### src/rtl/ffn_mm_sequencer_pkg.sv
// Shared definitions for the FFN matrix-multiply sequencer.
//   - network parameter defaults (buffer count, frame depth, neuron count, widths)
//   - sequencer state encoding
//   - helper for the neuron index width
package ffn_mm_sequencer_pkg;

    localparam int FFN_NUM_BUF     = 2;
    localparam int FFN_DEPTH       = 256;
    localparam int FFN_ADDR_W      = 8;
    localparam int FFN_NUM_NEURONS = 16;
    localparam int FFN_W_ADDR_W    = 12;
    localparam int FFN_OUT_W       = 32;

    typedef enum logic [2:0] {
        ST_IDLE,
        ST_RUN,
        ST_DRAIN,
        ST_CAPTURE,
        ST_OUT
    } seq_state_t;

    // A single-neuron network still needs a 1-bit index port.
    function automatic int neuron_width(input int n);
        return (n > 1) ? $clog2(n) : 1;
    endfunction

endpackage

### src/rtl/ffn_mm_sequencer_if.sv
// Downstream result handshake of the FFN sequencer.
//   out_valid  : out_data/out_neuron hold a finished dot product
//   out_ready  : downstream accepts the result this cycle
//   out_data   : captured MAC sum
//   out_neuron : neuron index the result belongs to
// master = sequencer side, slave = consumer side.
interface ffn_mm_sequencer_if #(
    parameter int OUT_W    = 32,
    parameter int NEURON_W = 4
);
    logic                out_valid;
    logic                out_ready;
    logic [OUT_W-1:0]    out_data;
    logic [NEURON_W-1:0] out_neuron;

    modport master (output out_valid, output out_data, output out_neuron, input out_ready);
    modport slave  (input out_valid, input out_data, input out_neuron, output out_ready);
endinterface

### src/rtl/ffn_mm_sequencer_addr_gen.sv
// Index/neuron counters and read-address generation for the FFN sequencer.
//   clock, reset  : rising-edge clock, synchronous active-high reset
//   clear         : return all counters to zero (frame start / frame end)
//   step          : advance the element index by one (RUN cycle)
//   next_neuron   : move to the next weight row, index back to 0
//   index, neuron : current element and neuron counters
//   w_addr        : weight address, neuron*DEPTH + index
//   last_idx      : index == DEPTH-1
//   last_neuron   : neuron == NUM_NEURONS-1
module ffn_mm_sequencer_addr_gen #(
    parameter int DEPTH       = 256,
    parameter int ADDR_W      = 8,
    parameter int NUM_NEURONS = 16,
    parameter int W_ADDR_W    = 12,
    parameter int NEURON_W    = 4
) (
    input  logic                clock,
    input  logic                reset,
    input  logic                clear,
    input  logic                step,
    input  logic                next_neuron,
    output logic [ADDR_W-1:0]   index,
    output logic [NEURON_W-1:0] neuron,
    output logic [W_ADDR_W-1:0] w_addr,
    output logic                last_idx,
    output logic                last_neuron
);
    localparam logic [ADDR_W-1:0]   LAST_IDX    = ADDR_W'(DEPTH - 1);
    localparam logic [NEURON_W-1:0] LAST_NEURON = NEURON_W'(NUM_NEURONS - 1);
    localparam logic [W_ADDR_W-1:0] ROW_STRIDE  = W_ADDR_W'(DEPTH);

    // Start of the current weight row; advanced by DEPTH per neuron so no
    // multiplier is needed.
    logic [W_ADDR_W-1:0] w_base;

    assign last_idx    = (index == LAST_IDX);
    assign last_neuron = (neuron == LAST_NEURON);

    always_ff @(posedge clock) begin
        if (reset || clear) begin
            index  <= '0;
            neuron <= '0;
            w_base <= '0;
            w_addr <= '0;
        end else if (step) begin
            // Wrap back to the row start after the last element so the
            // addresses sit at a quiet value outside the burst.
            if (last_idx) begin
                index  <= '0;
                w_addr <= w_base;
            end else begin
                index  <= index + 1'b1;
                w_addr <= w_addr + 1'b1;
            end
        end else if (next_neuron) begin
            neuron <= neuron + 1'b1;
            w_base <= w_base + ROW_STRIDE;
            w_addr <= w_base + ROW_STRIDE;
        end
    end
endmodule

### src/rtl/ffn_mm_sequencer.sv
// FFN matrix-multiply sequencer: owns feature-frame buffers in rotation,
// issues feature/weight read addresses, gates the MAC and hands each
// finished dot product downstream.
//   clock, reset   : rising-edge clock, synchronous active-high reset
//   frame_rdy      : per-buffer "frame complete" level from the writer
//   reading_frame  : one-hot buffer currently owned by this block
//   frame_done     : one-cycle release pulse of the owned buffer
//   buf_addr       : feature buffer read address (1-cycle memory)
//   w_addr         : weight read address (1-cycle memory)
//   mac_en         : MAC accumulate enable; low loads the MAC with 0
//   acc_sum        : registered MAC sum
//   out_if         : result handshake (valid/ready/data/neuron)
//
// state    | meaning
// IDLE     | waiting for the selected buffer to be ready
// RUN      | issuing element index 0..DEPTH-1 of the current neuron
// DRAIN    | last read data returning to the MAC
// CAPTURE  | MAC sum complete, latched at the end of this cycle
// OUT      | result presented until out_ready
module ffn_mm_sequencer
    import ffn_mm_sequencer_pkg::*;
#(
    parameter int NUM_BUF     = FFN_NUM_BUF,
    parameter int DEPTH       = FFN_DEPTH,
    parameter int ADDR_W      = FFN_ADDR_W,
    parameter int NUM_NEURONS = FFN_NUM_NEURONS,
    parameter int W_ADDR_W    = FFN_W_ADDR_W,
    parameter int OUT_W       = FFN_OUT_W
) (
    input  logic                clock,
    input  logic                reset,
    input  logic [NUM_BUF-1:0]  frame_rdy,
    output logic [NUM_BUF-1:0]  reading_frame,
    output logic [NUM_BUF-1:0]  frame_done,
    output logic [ADDR_W-1:0]   buf_addr,
    output logic [W_ADDR_W-1:0] w_addr,
    output logic                mac_en,
    input  logic [OUT_W-1:0]    acc_sum,
    ffn_mm_sequencer_if.master  out_if
);
    localparam int NEURON_W = neuron_width(NUM_NEURONS);

    seq_state_t          state;
    logic                out_valid_q;
    logic [OUT_W-1:0]    out_data_q;
    logic [NEURON_W-1:0] out_neuron_q;

    logic                clear;
    logic                step;
    logic                next_neuron;
    logic                handshake;
    logic [NEURON_W-1:0] neuron;
    logic                last_idx;
    logic                last_neuron;

    assign handshake   = (state == ST_OUT) && out_if.out_ready;
    assign clear       = (state == ST_IDLE) || (handshake && last_neuron);
    assign step        = (state == ST_RUN);
    assign next_neuron = handshake && !last_neuron;

    ffn_mm_sequencer_addr_gen #(
        .DEPTH       (DEPTH),
        .ADDR_W      (ADDR_W),
        .NUM_NEURONS (NUM_NEURONS),
        .W_ADDR_W    (W_ADDR_W),
        .NEURON_W    (NEURON_W)
    ) u_addr_gen (
        .clock       (clock),
        .reset       (reset),
        .clear       (clear),
        .step        (step),
        .next_neuron (next_neuron),
        .index       (buf_addr),
        .neuron      (neuron),
        .w_addr      (w_addr),
        .last_idx    (last_idx),
        .last_neuron (last_neuron)
    );

    always_ff @(posedge clock) begin
        if (reset) begin
            state         <= ST_IDLE;
            reading_frame <= NUM_BUF'(1);
            frame_done    <= '0;
            mac_en        <= 1'b0;
            out_valid_q   <= 1'b0;
            out_data_q    <= '0;
            out_neuron_q  <= '0;
        end else begin
            // Delayed by one cycle to line up with the 1-cycle read latency.
            mac_en     <= (state == ST_RUN);
            frame_done <= '0;
            case (state)
                ST_IDLE: begin
                    if (|(frame_rdy & reading_frame)) state <= ST_RUN;
                end
                ST_RUN: begin
                    if (last_idx) state <= ST_DRAIN;
                end
                ST_DRAIN: begin
                    state <= ST_CAPTURE;
                end
                ST_CAPTURE: begin
                    out_data_q   <= acc_sum;
                    out_neuron_q <= neuron;
                    out_valid_q  <= 1'b1;
                    state        <= ST_OUT;
                end
                ST_OUT: begin
                    if (out_if.out_ready) begin
                        out_valid_q <= 1'b0;
                        if (last_neuron) begin
                            frame_done    <= reading_frame;
                            reading_frame <= {reading_frame[NUM_BUF-2:0],
                                              reading_frame[NUM_BUF-1]};
                            state         <= ST_IDLE;
                        end else begin
                            state <= ST_RUN;
                        end
                    end
                end
                default: state <= ST_IDLE;
            endcase
        end
    end

    assign out_if.out_valid  = out_valid_q;
    assign out_if.out_data   = out_data_q;
    assign out_if.out_neuron = out_neuron_q;
endmodule

### src/flat_wrapper.sv
// flat-port wrapper written by rule: the top's interface ports become plain ports
module ffn_mm_sequencer_flat import ffn_mm_sequencer_pkg::*;
#(
    parameter int NUM_BUF     = FFN_NUM_BUF,
    parameter int DEPTH       = FFN_DEPTH,
    parameter int ADDR_W      = FFN_ADDR_W,
    parameter int NUM_NEURONS = FFN_NUM_NEURONS,
    parameter int W_ADDR_W    = FFN_W_ADDR_W,
    parameter int OUT_W       = FFN_OUT_W
)
  (clock, reset, frame_rdy, reading_frame, frame_done, buf_addr, w_addr, mac_en, acc_sum, out_if_out_valid, out_if_out_data, out_if_out_neuron, out_if_out_ready);
  ffn_mm_sequencer_if #(.OUT_W(OUT_W)) out_if_i ();
  input  logic clock;
  input  logic reset;
  input  logic [NUM_BUF-1:0] frame_rdy;
  output logic [NUM_BUF-1:0] reading_frame;
  output logic [NUM_BUF-1:0] frame_done;
  output logic [ADDR_W-1:0] buf_addr;
  output logic [W_ADDR_W-1:0] w_addr;
  output logic mac_en;
  input  logic [OUT_W-1:0] acc_sum;
  output wire logic [$bits(out_if_i.out_valid)-1:0] out_if_out_valid;
  output wire logic [$bits(out_if_i.out_data)-1:0] out_if_out_data;
  output wire logic [$bits(out_if_i.out_neuron)-1:0] out_if_out_neuron;
  input wire logic [$bits(out_if_i.out_ready)-1:0] out_if_out_ready;
  assign out_if_out_valid = out_if_i.out_valid;
  assign out_if_out_data = out_if_i.out_data;
  assign out_if_out_neuron = out_if_i.out_neuron;
  assign out_if_i.out_ready = out_if_out_ready;
  ffn_mm_sequencer #(.NUM_BUF(NUM_BUF), .DEPTH(DEPTH), .ADDR_W(ADDR_W), .NUM_NEURONS(NUM_NEURONS), .W_ADDR_W(W_ADDR_W), .OUT_W(OUT_W)) u_core (.clock(clock), .reset(reset), .frame_rdy(frame_rdy), .reading_frame(reading_frame), .frame_done(frame_done), .buf_addr(buf_addr), .w_addr(w_addr), .mac_en(mac_en), .acc_sum(acc_sum), .out_if(out_if_i));
endmodule
### config.mk
export PLATFORM = sky130hd
export DESIGN_NAME = ffn_mm_sequencer_flat
export DESIGN_NICKNAME = d
export VERILOG_FILES = /design/src/rtl/ffn_mm_sequencer_pkg.sv /design/src/rtl/ffn_mm_sequencer_if.sv /design/src/rtl/ffn_mm_sequencer_addr_gen.sv /design/src/rtl/ffn_mm_sequencer.sv /design/src/flat_wrapper.sv
export SDC_FILE = /design/constraint.sdc
export NUM_CORES = 1
export LEC_CHECK = 0
export BUFFER_PORTS_ARGS = -buffer_cell sky130_fd_sc_hd__buf_4
export CORE_ASPECT_RATIO = 1.5
export CORE_MARGIN = 2
export CORE_UTILIZATION = 45
export CTS_CLUSTER_DIAMETER = 100
export DETAILED_ROUTE_END_ITERATION = 7
export HOLD_SLACK_MARGIN = 0.03
export MAX_ROUTING_LAYER = met4
export PLACE_DENSITY = 0.75
export SETUP_SLACK_MARGIN = 0.15
export SYNTH_ARGS = -nofsm -noshare
export SYNTH_HDL_FRONTEND = slang
export SYNTH_HIERARCHICAL = 1
export SYNTH_SLANG_ARGS = --single-unit
### constraint.sdc
create_clock -name clock -period 1.6 [get_ports clock]
set_input_delay 0.16 -clock clock [delete_from_list [all_inputs] [get_ports clock]]
set_output_delay 0.16 -clock clock [all_outputs]
set_load 0.01 [all_outputs]
; Word-level counts from Yosys, hierarchy flattened
; Cells that the tools add are included.
[classes]
add_sub_neg = 4
n_eq_ne = 9
mux = 11
bitwise_logic = 5
n_reduce_logical = 15
[ops]
columns = operator, n
row1 = two-way mux 12 bit, 3
row2 = one-hot mux 3 bit (5 select lines), 1
row3 = adder 12 x 1 -> 12 bit (second input constant), 1
row4 = adder 12 x 9 -> 12 bit (second input constant), 1
row5 = two-way mux 3 bit, 3
row6 = adder 8 x 1 -> 8 bit (second input constant), 1
row7 = == test 8 bit (second input constant), 1
row8 = two-way mux 8 bit, 1
row9 = == test 3 x 2 -> 1 bit (second input constant), 2
row10 = != test 2 bit (second input constant), 3
row11 = AND reduction 3 bit, 2
row12 = adder 4 x 1 -> 4 bit (second input constant), 1
row13 = == test 4 bit (second input constant), 1
row14 = inverter 1 bit, 4
row15 = AND reduction 2 bit, 2
row16 = nonzero test 2 bit, 2
row17 = OR reduction 4 bit, 1
row18 = == test 3 x 1 -> 1 bit (second input constant), 1
row19 = == test 3 bit (second input constant), 1
row20 = logical AND 1 bit, 3
row21 = logical NOT 3 bit, 1
row22 = bitwise AND 2 bit, 1
row23 = logical OR 1 bit, 2
row24 = two-way mux 1 bit, 2
row25 = other kinds (3), 3
[word_totals]
reg_bits = 81
inputBits = 37
output_inout_bits = 62
wordCells = 55

; Depth between registers and ports, before layout
; Gate-level depths: netlist of run 1.
[logic_depth]
ltp_word = 5
ltp_mapped = 9

; By module
; The synthesis of run 1 kept the hierarchy.
[by_module_without_submodules]
columns = module, n_inst, cells_per_inst, area_per_inst_um2, seq_area_each_um2
row1 = ffn_mm_sequencer, 1, 203, 1664.1, 900.9
row2 = ffn_mm_sequencer_addr_gen, 1, 172, 1487.7, 560.5

; Worst setup path after synthesis of run 1
; Ideal clock, no wire load.
[synth_path]
kind = flip-flop to flip-flop
from = register u_core.u_addr_gen.neuron[0]
to = register u_core.u_addr_gen.w_base[11]
setup_ps = 128
arrival_time_ps = 1637
required_ps = 1472
path_slack_ps = -164
path_stages_with_launch = 10
period_less_slack_ps = 1764
path_cell_list = dfxtp_1 ha_1 and3_1 nor2_1 buf_2 nor2b_1 buf_2 nand4_1 xor2_1 nor2_1
[synth_via]
elab_chain_len = 4
[synth_rtl]
columns = element, line
row1 = "start, declared", ffn_mm_sequencer_addr_gen.sv:23  ; output logic [NEURON_W-1:0] neuron,
row2 = "start signal, assigned", ffn_mm_sequencer_addr_gen.sv:56  ; neuron <= neuron + 1'b1;
row3 = == test 4 bit, ffn_mm_sequencer_addr_gen.sv:37  ; assign last_neuron = (neuron == LAST_NEURON);
row4 = via u_core.last_neuron, ffn_mm_sequencer.sv:54  ; logic last_neuron;
row5 = logical NOT 1 bit, ffn_mm_sequencer.sv:59  ; assign next_neuron = handshake && !last_neuron;
row6 = logical AND 1 bit, ffn_mm_sequencer.sv:59
row7 = via u_core.next_neuron, ffn_mm_sequencer.sv:50  ; logic next_neuron;
row8 = AND reduction 2 bit (no source line), n/a
row9 = "end signal, assigned", ffn_mm_sequencer_addr_gen.sv:57  ; w_base <= w_base + ROW_STRIDE;
row10 = "end, declared", ffn_mm_sequencer_addr_gen.sv:34  ; logic [W_ADDR_W-1:0] w_base;
; The timed path passes the listed nets, and every way through them passes these cells.
; A chain may end at the register's enable or synchronous reset.

; Worst setup path after layout of run 1
[layout_path]
from = register u_core.u_addr_gen.neuron[1]
to = register u_core.u_addr_gen.neuron[3]
[layout_via]
elab_chain_len = 4
[layout_rtl]
columns = element, line
row1 = == test 4 bit, ffn_mm_sequencer_addr_gen.sv:37
row2 = via u_core.last_neuron, ffn_mm_sequencer.sv:54
row3 = logical NOT 1 bit, ffn_mm_sequencer.sv:59
row4 = logical AND 1 bit, ffn_mm_sequencer.sv:59
row5 = via u_core.next_neuron, ffn_mm_sequencer.sv:50
row6 = AND reduction 2 bit (no source line), n/a
; The timed path passes the listed nets, and every way through them passes these cells.

==> reports/results.tsv, run 1 <==
stage	metric	value	unit
run_status	outcome	finished, final reports clean	
yosys	register area share after synthesis	46.4	%
cells_and_area	final core utilization	69.9	%
sta	fmax	0.630	GHz
cells_and_area	nets@finish	544	
global_route	total congestion overflow	0	
route	Via-to-Cell Ratio	5.36	
floorplanning	Initial Util	46.3	%
clock_network	CTS buffer count	9	
yosys	synthesized flop and latch total	73	
place	DPL Wire Length	5630	um
yosys	Netlist cell types	57	
sta	Post-Route Skew	10.1	ps
cells_and_area	non-filler cells, final	586	
sta	Slew Limit Fails	0	
sta	Final min period	1590	ps
yosys	Avg Inst Size Synth	8.40	um2
clock_network	# H-tree levels	3	
route	Routed Antenna Nets	0	
setup_path	slowest CP cell	dfxtp_2	
cells_and_area	Layout area overhead	50.9	%
sta	Hold Vio Cnt, Final	0	
yosys	share of async-settable or async-resettable flops after synthesis	0	%
sta	Slew Limit Headroom	68.8	%
sta	post-route setup slack	11.8	ps
sta	Slew @ Worst Pin	461	ps
floorplanning	Site Rows	37	
place	dpl ws	-29.0	ps
clock_network	Clock Sinks	73	
yosys	synth top area cells	dfxtp_1 46%, nand2_1 10%, a21oi_1 8.3%	
setup_path	Max stage delay on crit path	340	ps
cells_and_area	n_diodes	0	
route	Iter 0 DRT Violations	184	
floorplanning	Die Wd	72.3	um
global_route	global-route wire length before repair	13300	um
pwr	worst vdd ir	476	uV
route	via count	3143	
yosys	top_reg_cell synth	dfxtp_1	
pwr	P_leak	0.00186	uW
route	DRC	0	
setup_path	Arrival @ worst endpoint	1880	ps
setup_path	CP Class	flip-flop to flip-flop	
clock_network	later-pin clock latency in the skew report	350	ps
sta	# setup viols final	0	
yosys	Syn Inst Count	375	
yosys	Net Count, Synth	416	
clock_network	CTS root buf	clkbuf_8	
floorplanning	die height	107	um
setup_path	Crit path required time	1890	ps
sta	RSZ-0062 raised after global routing	yes	
global_route	initial antenna violation count	0	
clock_network	CTS Buffer Depth	2	
global_route	Tot GR Track Use	22.2	%
setup_path	Startpoint Class	flip-flop	
cells_and_area	layout cells sized above 1	43.1	%
global_route	number of global-route vias before repair	3009	
place	Port Buf Inserts	98	
route	drt first pass iters	4	
place	Inst Count DP	556	
hold_path	HP Class	primary input to flip-flop	
floorplanning	# IOs	99	
yosys	Post-synth top cells	86 x nand2_1, 73 x dfxtp_1, 52 x a21oi_1, 24 x nor2_1, 12 x nand3_1	
setup_path	Critical path buffers and inverters	1	
clock_network	CTS tree	yes	
yosys	count leader, synth	nand2_1	
setup_path	crit end category	flip-flop	
setup_path	crit path max fanout	6	
yosys	yosys warns	6	
route	drt wl/cell	14.6	um
setup_path	delay-heaviest family, CP	simple AND/OR/NAND/NOR gates	
floorplanning	CORE AREA	6810	um2
yosys	EDFF count, synth	0	
yosys	Synth top area share	46.4	%
setup_path	critical path cell sequence	ha_4, and3_4, nor2_4, nor2b_4, buf_6, nand4_1, xor2_1, nor2_1	
yosys	Mapped Area	3150	um2
global_route	largest net degree at the start of global routing	39	
route	final WL	8550	um
floorplanning	full die area	7700	um2
clock_network	CTS Hold Buffers Added	0	
sta	Tcrit/Tclk final	99.3	%
flow_run	maxcap violations	0	
yosys	Synth area leader	dfxtp_1	
pwr	PwrDens	740	nW/um2
place	Routability Congestion	0.849	
clock_network	Worst-path clk slew	80	ps
-- cell type report --
cell class,instances,area [um2]
multi-input combinational,273,1800
clock inverter,6,67.6
fill,523,2050
tap,78,97.6
clock buffer,10,128
sequential,73,1480
inverter,5,21.3
timing repair buffer,141,1160
-- metrics by stage --
stage	instance area [um2]	total power [uW]	hold slack, ps	setup TNS (ps)
6_report	4760	3520	46.0	0
5_1_grt	4760	3660	31.1	-506
4_1_cts	4560	3520	35.6	0
3_5_place_dp	4190	2070	408	-73.9
3_3_place_gp	4190	2070	407	0
2_1_floorplan	3290	1970	296	-0.175
-- final timing paths --
kind                               startpoint                     endpoint  slack (ps)  cells after the start
hold reg to reg    u_core/out_if.out_data[23]   u_core/out_if.out_data[23]         460                      2
hold / removal                          reset              u_core/state[1]          50                      2
setup reg to reg  u_core/u_addr_gen/neuron[1]  u_core/u_addr_gen/neuron[3]          10                      8
setup / recovery  u_core/u_addr_gen/neuron[1]  u_core/u_addr_gen/neuron[3]          10                      8
-- flip-flops by register name (all words and copies together) (netlist names), 2 cells and up --
name / flops
u_core/u_addr_gen/w_base: 4
u_core/u_addr_gen/index: 8
u_core/out_if.out_neuron: 4
u_core/u_addr_gen/neuron: 4
u_core/u_addr_gen/w_addr: 12
u_core/state: 3
u_core/reading_frame: 2
u_core/out_if.out_data: 32
u_core/frame_done: 2
-- cell families after synthesis --
group,Yosys count,share of synthesized area [%]
flops,73,46.4
buf+inv,29,4.64
simple gates,163,25.2
fa+ha+maj,4,1.59
compound gates,88,16.8
xor+xnor,11,3.06
mux,7,2.30
-- power breakdown --
group	switching, uW	internal (uW)
clock network	713	726
registers	9.41	1820
logic	115	137
-- cell usage in the layout (no fill, tap or decap), types with 4 or more instances in the layout --
cell      instances
buf_4           129
nand4_1           6
nor2_4            8
a311oi_1          4
dfxtp_2           9
o21ai_1           4
clkbuf_8          9
nand2_1          84
buf_12            4
dfxtp_1          61
buf_6             5
xor2_1            7
a21oi_1          47
nand3_1          11
inv_1             4
nor2_1           14
o21ai_0           5
mux2i_1           4
a21oi_2           5
-- per-layer routing --
metal	track usage, %	part of all wire [%]	vias to the layer above
met1	23.2	38	1472
met5	-	0	-
li1	-	-	1570
met2	39.7	55	90
met3	5.12	5.7	11
met4	8.36	1.4	0
-- timing repair --
item,CTS,global route
buffers inserted,6,5
pin swaps,12,11
endpoints found under the setup margin,30,30
gates cloned,2,1
resized for setup,26,30
Note: power is estimated with default switching activity, not from simulation.
==> run 2, diff against run 1 <==
--- a/config.mk
+++ b/config.mk
@@ -5,6 +5,7 @@
 export SDC_FILE = /design/constraint.sdc
 export NUM_CORES = 1
 export LEC_CHECK = 0
+export ABC_CLOCK_PERIOD_IN_PS = 1600
 export BUFFER_PORTS_ARGS = -buffer_cell sky130_fd_sc_hd__buf_4
 export CORE_ASPECT_RATIO = 1.5
 export CORE_MARGIN = 2
@@ -14,7 +15,6 @@
 export HOLD_SLACK_MARGIN = 0.03
 export MAX_ROUTING_LAYER = met4
 export PLACE_DENSITY = 0.75
-export SETUP_SLACK_MARGIN = 0.15
 export SYNTH_ARGS = -nofsm -noshare
 export SYNTH_HDL_FRONTEND = slang
 export SYNTH_HIERARCHICAL = 1
==> run 2 against run 1 <==
Compared with the run above:
- non-clock buffer count is 3 lower
- global-route usage shrank 0.093 points
- critical endpoint is now u_core/u_addr_gen/w_base[11]
- largest power group unchanged
- highest routed layer unchanged
- sequential share of layout area rose by 1.1 points
==> reports/results.tsv, run 2 (synthesis gave the netlist of run 1 again) <==
stage	metric	value	unit	change
route	final WL	8160	um	-4.5%
route	drt first pass iters	4		unchanged
setup_path	r2r startpoint	u_core/u_addr_gen/neuron[0]		
route	DRC	0		unchanged
cells_and_area	commonest non-fill, non-tap cell in the layout	buf_4		
hold_path	HP Class	primary input to flip-flop		
clock_network	Clock Sinks	73		unchanged
sta	Final min period	1560	ps	-27.6 ps
run_status	outcome	finished, final reports clean		
floorplanning	Initial Util	46.3	%	unchanged
global_route	global-route wire length before repair	13000	um	-2.0%
setup_path	crit path max fanout	4		-2
clock_network	later-pin clock latency in the skew report	350	ps	about the same
global_route	total congestion overflow	0		unchanged
sta	Post-Route Skew	4.51	ps	-5.64 ps
sta	# setup viols final	0		unchanged
route	via count	3133		-0.32%
cells_and_area	Layout area overhead	44.3	%	
route	Via-to-Cell Ratio	5.36		about the same
clock_network	CTS tree	yes		
clock_network	CTS root buf	clkbuf_8		
floorplanning	CORE AREA	6810	um2	unchanged
setup_path	R2R setup slack	40	ps	+30 ps
floorplanning	die height	107	um	unchanged
pwr	PnR Total Power	3790	uW	+7.7%
clock_network	CTS buffer count	9		unchanged
route	Routed Antenna Nets	0		unchanged
floorplanning	# IOs	99		unchanged
floorplanning	Die Wd	72.3	um	unchanged
sta	Slew Limit Headroom	70.4	%	+1.6 points
cells_and_area	n_diodes	0		unchanged
cells_and_area	nets@finish	542		-0.37%
pwr	P_leak	0.00178	uW	-4.2%
sta	fmax	0.641	GHz	+1.8%
cells_and_area	layout cells sized above 1	37.2	%	-6.0 points
cells_and_area	max reg flops	32		unchanged
setup_path	Crit path required time	1840	ps	-50 ps
pwr	worst vdd ir	929	uV	+95%
route	Iter 0 DRT Violations	157		-15%
floorplanning	Site Rows	37		unchanged
global_route	largest net degree at the start of global routing	45		+15%
place	DPL Wire Length	5790	um	+3.0%
sta	RSZ-0062 raised after global routing	yes		
setup_path	Critical R2R Capture	u_core/u_addr_gen/w_base[11]		
clock_network	CTS Buffer Depth	2		unchanged
place	Port Buf Inserts	98		unchanged
floorplanning	full die area	7700	um2	unchanged
place	Routability Congestion	0.825		-2.8%
sta	Slew @ Worst Pin	444	ps	-16.9 ps
sta	Slew Limit Fails	0		unchanged
flow_run	maxcap violations	0		unchanged
setup_path	CP endpoint	u_core/u_addr_gen/w_base[11]		
global_route	initial antenna violation count	0		unchanged
route	drt wl/cell	14.0	um	-4.2%
global_route	number of global-route vias before repair	2970		-1.3%
sta	Tcrit/Tclk final	97.5	%	-1.7 points
clock_network	CTS Hold Buffers Added	0		unchanged
setup_path	crit end category	flip-flop		
pwr	PwrDens	833	nW/um2	+13%
setup_path	Startpoint Class	flip-flop		
global_route	Tot GR Track Use	22.1	%	-0.093 points
sta	Hold Vio Cnt, Final	0		unchanged
clock_network	Worst-path clk slew	70	ps	about the same
setup_path	Setup crit start	u_core/u_addr_gen/neuron[0]		
setup_path	Arrival @ worst endpoint	1800	ps	-80 ps
cells_and_area	final core utilization	66.9	%	-3.0 points
cells_and_area	commonest cells after routing, fill and taps aside	133 x buf_4, 86 x nand2_1, 68 x dfxtp_1		
clock_network	# H-tree levels	3		unchanged
setup_path	Worst R2R Path Depth	8		unchanged
setup_path	CP Class	flip-flop to flip-flop		
[run 2: changes by cell type in the layout (fill, tap and decap cells not counted), moves of 4 or more]
cell | previous run | this run
dfxtp_1 | 61 | 68
nor2_1 | 14 | 21
nor2_4 | 8 | 2
a21oi_1 | 47 | 52
a21oi_2 | 5 | 0
dfxtp_2 | 9 | 4
buf_4 | 129 | 133
[run 2: worst max-delay path, cell delays in order (launching register included)]
cell     delay [ps]
dfxtp_2         340
ha_4            160
and3_4          190
nor2_4           90
nor2b_4         170
buf_6           120
nand4_1         130
xor2_1          210
nor2_1           50
[run 2: repair_timing]
| action | in CTS | in global routing |
|---|---|---|
| gates cloned | 0 | 1 |
| gates resized for setup | 11 | 16 |
| pin swaps | 2 | 6 |
| setup buffers | 0 | 2 |
| endpoints found under the setup margin | 27 | 16 |
[run 2: per-layer routing]
metal	track usage, %	part of all wire [%]	wire [um]	vias to the layer above
met1	23.1	38	3080	1444
met3	4.55	6.9	566	10
li1	-	-	-	1563
met4	10.1	1.7	142	0
met2	39.0	54	4370	116
met5	-	0	0	-
[run 2: worst min path at each step]
stage,cells after the start,start,end
4_1_cts,3,acc_sum[22],u_core/out_if.out_data[22]
3_3_place_gp,3,acc_sum[5],u_core/out_if.out_data[5]
3_5_place_dp,3,acc_sum[16],u_core/out_if.out_data[16]
6_report,3,acc_sum[29],u_core/out_if.out_data[29]
2_1_floorplan,2,acc_sum[0],u_core/out_if.out_data[0]
5_1_grt,3,acc_sum[29],u_core/out_if.out_data[29]
[run 2: through the flow]
step / cell area [um2] / hold slack, ps / setup TNS, ps / worst slack [ps] / std cells
after floorplan: 3180 / 296 / -16.3 / -16.3 / 375
after global placement: 4180 / 407 / -447 / -53.9 / 565
after detailed placement: 4180 / 418 / -1260 / -89.1 / 565
after CTS: 4460 / 37.0 / -0.657 / -0.657 / 581
after global routing: 4550 / 52.8 / -57.0 / -50.0 / 584
final: 4550 / 52.9 / 0 / 39.4 / 584
[run 2: cell type report]
| class | instances | area [um2] |
|---|---|---|
| fillers | 554 | 2260 |
| multi-input cells | 274 | 1650 |
| flip-flops and latches | 73 | 1470 |
| repair buffers | 138 | 1070 |
| clock buffers | 11 | 141 |
| clock inverters | 5 | 103 |
| well taps | 78 | 97.6 |
| inverters | 5 | 18.8 |
[run 2: where the power goes]
| part | switching (uW) | internal (uW) |
|---|---|---|
| logic | 101 | 122 |
| clock network | 664 | 1080 |
| registers | 6.39 | 1820 |
==> run 3, diff against run 2 <==
--- a/config.mk
+++ b/config.mk
@@ -9,12 +9,12 @@
 export BUFFER_PORTS_ARGS = -buffer_cell sky130_fd_sc_hd__buf_4
 export CORE_ASPECT_RATIO = 1.5
 export CORE_MARGIN = 2
-export CORE_UTILIZATION = 45
+export CORE_UTILIZATION = 46
 export CTS_CLUSTER_DIAMETER = 100
 export DETAILED_ROUTE_END_ITERATION = 7
 export HOLD_SLACK_MARGIN = 0.03
 export MAX_ROUTING_LAYER = met4
-export PLACE_DENSITY = 0.75
+export PLACE_DENSITY = 0.76
 export SYNTH_ARGS = -nofsm -noshare
 export SYNTH_HDL_FRONTEND = slang
 export SYNTH_HIERARCHICAL = 1
==> run 3 against run 2 <==
Compared with the run above:
- final area up 1.4%
- via count up 2.0%
- wire length up 3.5%
- flip-flop and latch count unchanged
- critical endpoint is now u_core/u_addr_gen/w_addr[5]
- die area down 2.1%
- global-route usage down 0.82 points
- first-iteration DRC count down 18%
- clock power about the same
- register-to-register slack worse by 30 ps
- count of clock-buffer cells in the layout down 1
- fmax down 2.0%
==> reports/results.tsv, run 3 (synthesis gave the netlist of run 1 again) <==
stage	metric	value	unit	change
sta	Slew @ Worst Pin	462	ps	+17.9 ps
setup_path	Crit path required time	1860	ps	+20 ps
floorplanning	CORE AREA	6760	um2	-0.68%
global_route	GRT busiest layer	met2		
sta	fmax	0.628	GHz	-2.0%
setup_path	Max stage delay on crit path	340	ps	about the same
floorplanning	Die Wd	71.6	um	-1.0%
route	drt wl/cell	14.5	um	+3.5%
place	Routability Congestion	0.859		+4.1%
floorplanning	full die area	7540	um2	-2.1%
clock_network	CTS Buffer Depth	2		unchanged
clock_network	CTS root buf	clkbuf_8		
setup_path	Arrival @ worst endpoint	1850	ps	+50 ps
run_status	outcome	finished, final reports clean		
setup_path	WP depth	6		-2
cells_and_area	fin area	4610	um2	+1.4%
route	Iter 0 DRT Violations	129		-18%
global_route	grt met2 use	39.0	%	about the same
route	via count	3197		+2.0%
setup_path	crit path max fanout	9		+5
global_route	largest net degree at the start of global routing	35		-22%
pwr	worst vdd ir	684	uV	-26%
route	Routed Antenna Nets	0		unchanged
global_route	GR Layer Usage met1	21.6	%	-1.5 points
route	drt first pass iters	4		unchanged
place	Inst Count DP	559		-1.1%
sta	RSZ-0062 raised after global routing	yes		
cells_and_area	non-filler cells, final	584		unchanged
global_route	number of global-route vias before repair	2888		-2.8%
cells_and_area	layout cells sized above 1	37.7	%	+0.59 points
setup_path	slowest CP cell	dfxtp_2		
global_route	total congestion overflow	0		unchanged
global_route	met3 GRT Util	4.97	%	+0.42 points
cells_and_area	nets@finish	542		unchanged
pwr	PwrDens	823	nW/um2	-1.2%
setup_path	Critical path buffers and inverters	1		unchanged
sta	Hold Vio Cnt, Final	0		unchanged
global_route	global-route wire length before repair	12600	um	-3.4%
floorplanning	# IOs	99		unchanged
sta	Tcrit/Tclk final	99.5	%	+2.0 points
place	dpl ws	-15.3	ps	+73.8 ps
cells_and_area	n_diodes	0		unchanged
global_route	initial antenna violation count	0		unchanged
sta	Slew Limit Fails	0		unchanged
pwr	P_leak	0.00181	uW	+1.3%
clock_network	CTS tree	yes		
setup_path	critical path cell sequence	ha_4, and3_4, a21o_1, or2_4, buf_6, a311oi_2		
sta	post-route setup slack	7.24	ps	-32.1 ps
route	final WL	8450	um	+3.5%
floorplanning	die height	105	um	-1.1%
clock_network	Worst-path clk slew	80	ps	about the same
setup_path	Startpoint Class	flip-flop		
sta	Post-Route Skew	9.22	ps	+4.71 ps
clock_network	CTS buffer count	9		unchanged
setup_path	CP Class	flip-flop to flip-flop		
sta	Slew Limit Headroom	68.8	%	-1.6 points
clock_network	Clock Sinks	73		unchanged
global_route	Tot GR Track Use	21.3	%	-0.82 points
cells_and_area	Layout area overhead	46.4	%	
pwr	PnR Total Power	3800	uW	+0.25%
floorplanning	Initial Util	46.6	%	+0.32 points
route	DRC	0		unchanged
place	DP Area	4130	um2	-1.1%
clock_network	# H-tree levels	3		unchanged
flow_run	maxcap violations	0		unchanged
cells_and_area	commonest non-fill, non-tap cell in the layout	buf_4		
cells_and_area	final core utilization	68.3	%	+1.4 points
place	Port Buf Inserts	98		unchanged
clock_network	later-pin clock latency in the skew report	350	ps	about the same
hold_path	HP Class	primary input to flip-flop		
sta	# setup viols final	0		unchanged
floorplanning	Site Rows	37		unchanged
clock_network	CTS Hold Buffers Added	0		unchanged
cells_and_area	commonest cells after routing, fill and taps aside	131 x buf_4, 86 x nand2_1, 66 x dfxtp_1		
sta	Final min period	1590	ps	+32.1 ps
setup_path	crit end category	flip-flop		
route	Via-to-Cell Ratio	5.47		+2.0%
hold_path	hold path depth	3		unchanged
place	DPL Wire Length	5800	um	+0.19%
setup_path	delay-heaviest family, CP	simple AND/OR/NAND/NOR gates		
cells_and_area	max reg flops	32		unchanged
setup_path	Worst R2R Path Depth	6		-2
==> run 3: cell types whose count changed in the layout (fill, tap and decap cells not counted), sizes merged <==
cell and change:
clkinvlp -1, inv +2, or2 -1
==> run 3: metrics by stage <==
step / hold WS, ps / TNS (ps)
detailed placement: 419 / -30.4
global route: 51.5 / -248
finish: 52.0 / 0
CTS: 42.5 / 0
global placement: 409 / 0
floorplan: 296 / -16.3
==> run 3: per-layer routing <==
metal	share of wire, %	wire length [um]
met5	0	0
met2	54	4540
met4	1.6	133
met3	7.4	626
met1	37	3150
==> run 3: power by group <==
| part | switching [uW] | internal, uW | total [uW] |
|---|---|---|---|
| Combinational | 111 | 131 | 242 |
| Sequential | 7.05 | 1820 | 1820 |
| Clock | 687 | 1040 | 1730 |
| Total | 805 | 2990 | 3800 |
==> run 3: tightest hold or removal path: cells and delay by family <==
kind	cells	cell delay, ps
AO/OA/AOI/OAI	1	50
buffers and inverters	1	110
AND/OR/NAND/NOR	1	40
==> run 3: area by class of cell <==
| cell class | count | area, um2 |
|---|---|---|
| fillers | 540 | 2140 |
| multi-input cells | 273 | 1660 |
| flip-flops and latches | 73 | 1480 |
| repair buffers | 139 | 1110 |
| clock buffers | 10 | 128 |
| clock inverters | 6 | 113 |
| well taps | 78 | 97.6 |
| inverters | 5 | 26.3 |
==> run 3: repair_timing <==
| action | 4_1_cts | 5_1_grt |
|---|---|---|
| endpoints found under the setup margin | 4 | 17 |
| pin swaps | 1 | 12 |
| gates cloned | 0 | 1 |
| buffers inserted | 2 | 6 |
| gates resized for setup | 3 | 36 |
==> run 3: final timing paths <==
check,endpoint,slack [ps],startpoint
setup / recovery,u_core/u_addr_gen/w_addr[5],7,u_core/u_addr_gen/neuron[1]
hold / removal,u_core/out_if.out_data[21],50,acc_sum[21]
setup reg to reg,u_core/u_addr_gen/w_addr[5],7,u_core/u_addr_gen/neuron[1]
hold reg to reg,u_core/out_if.out_data[15],460,u_core/out_if.out_data[15]
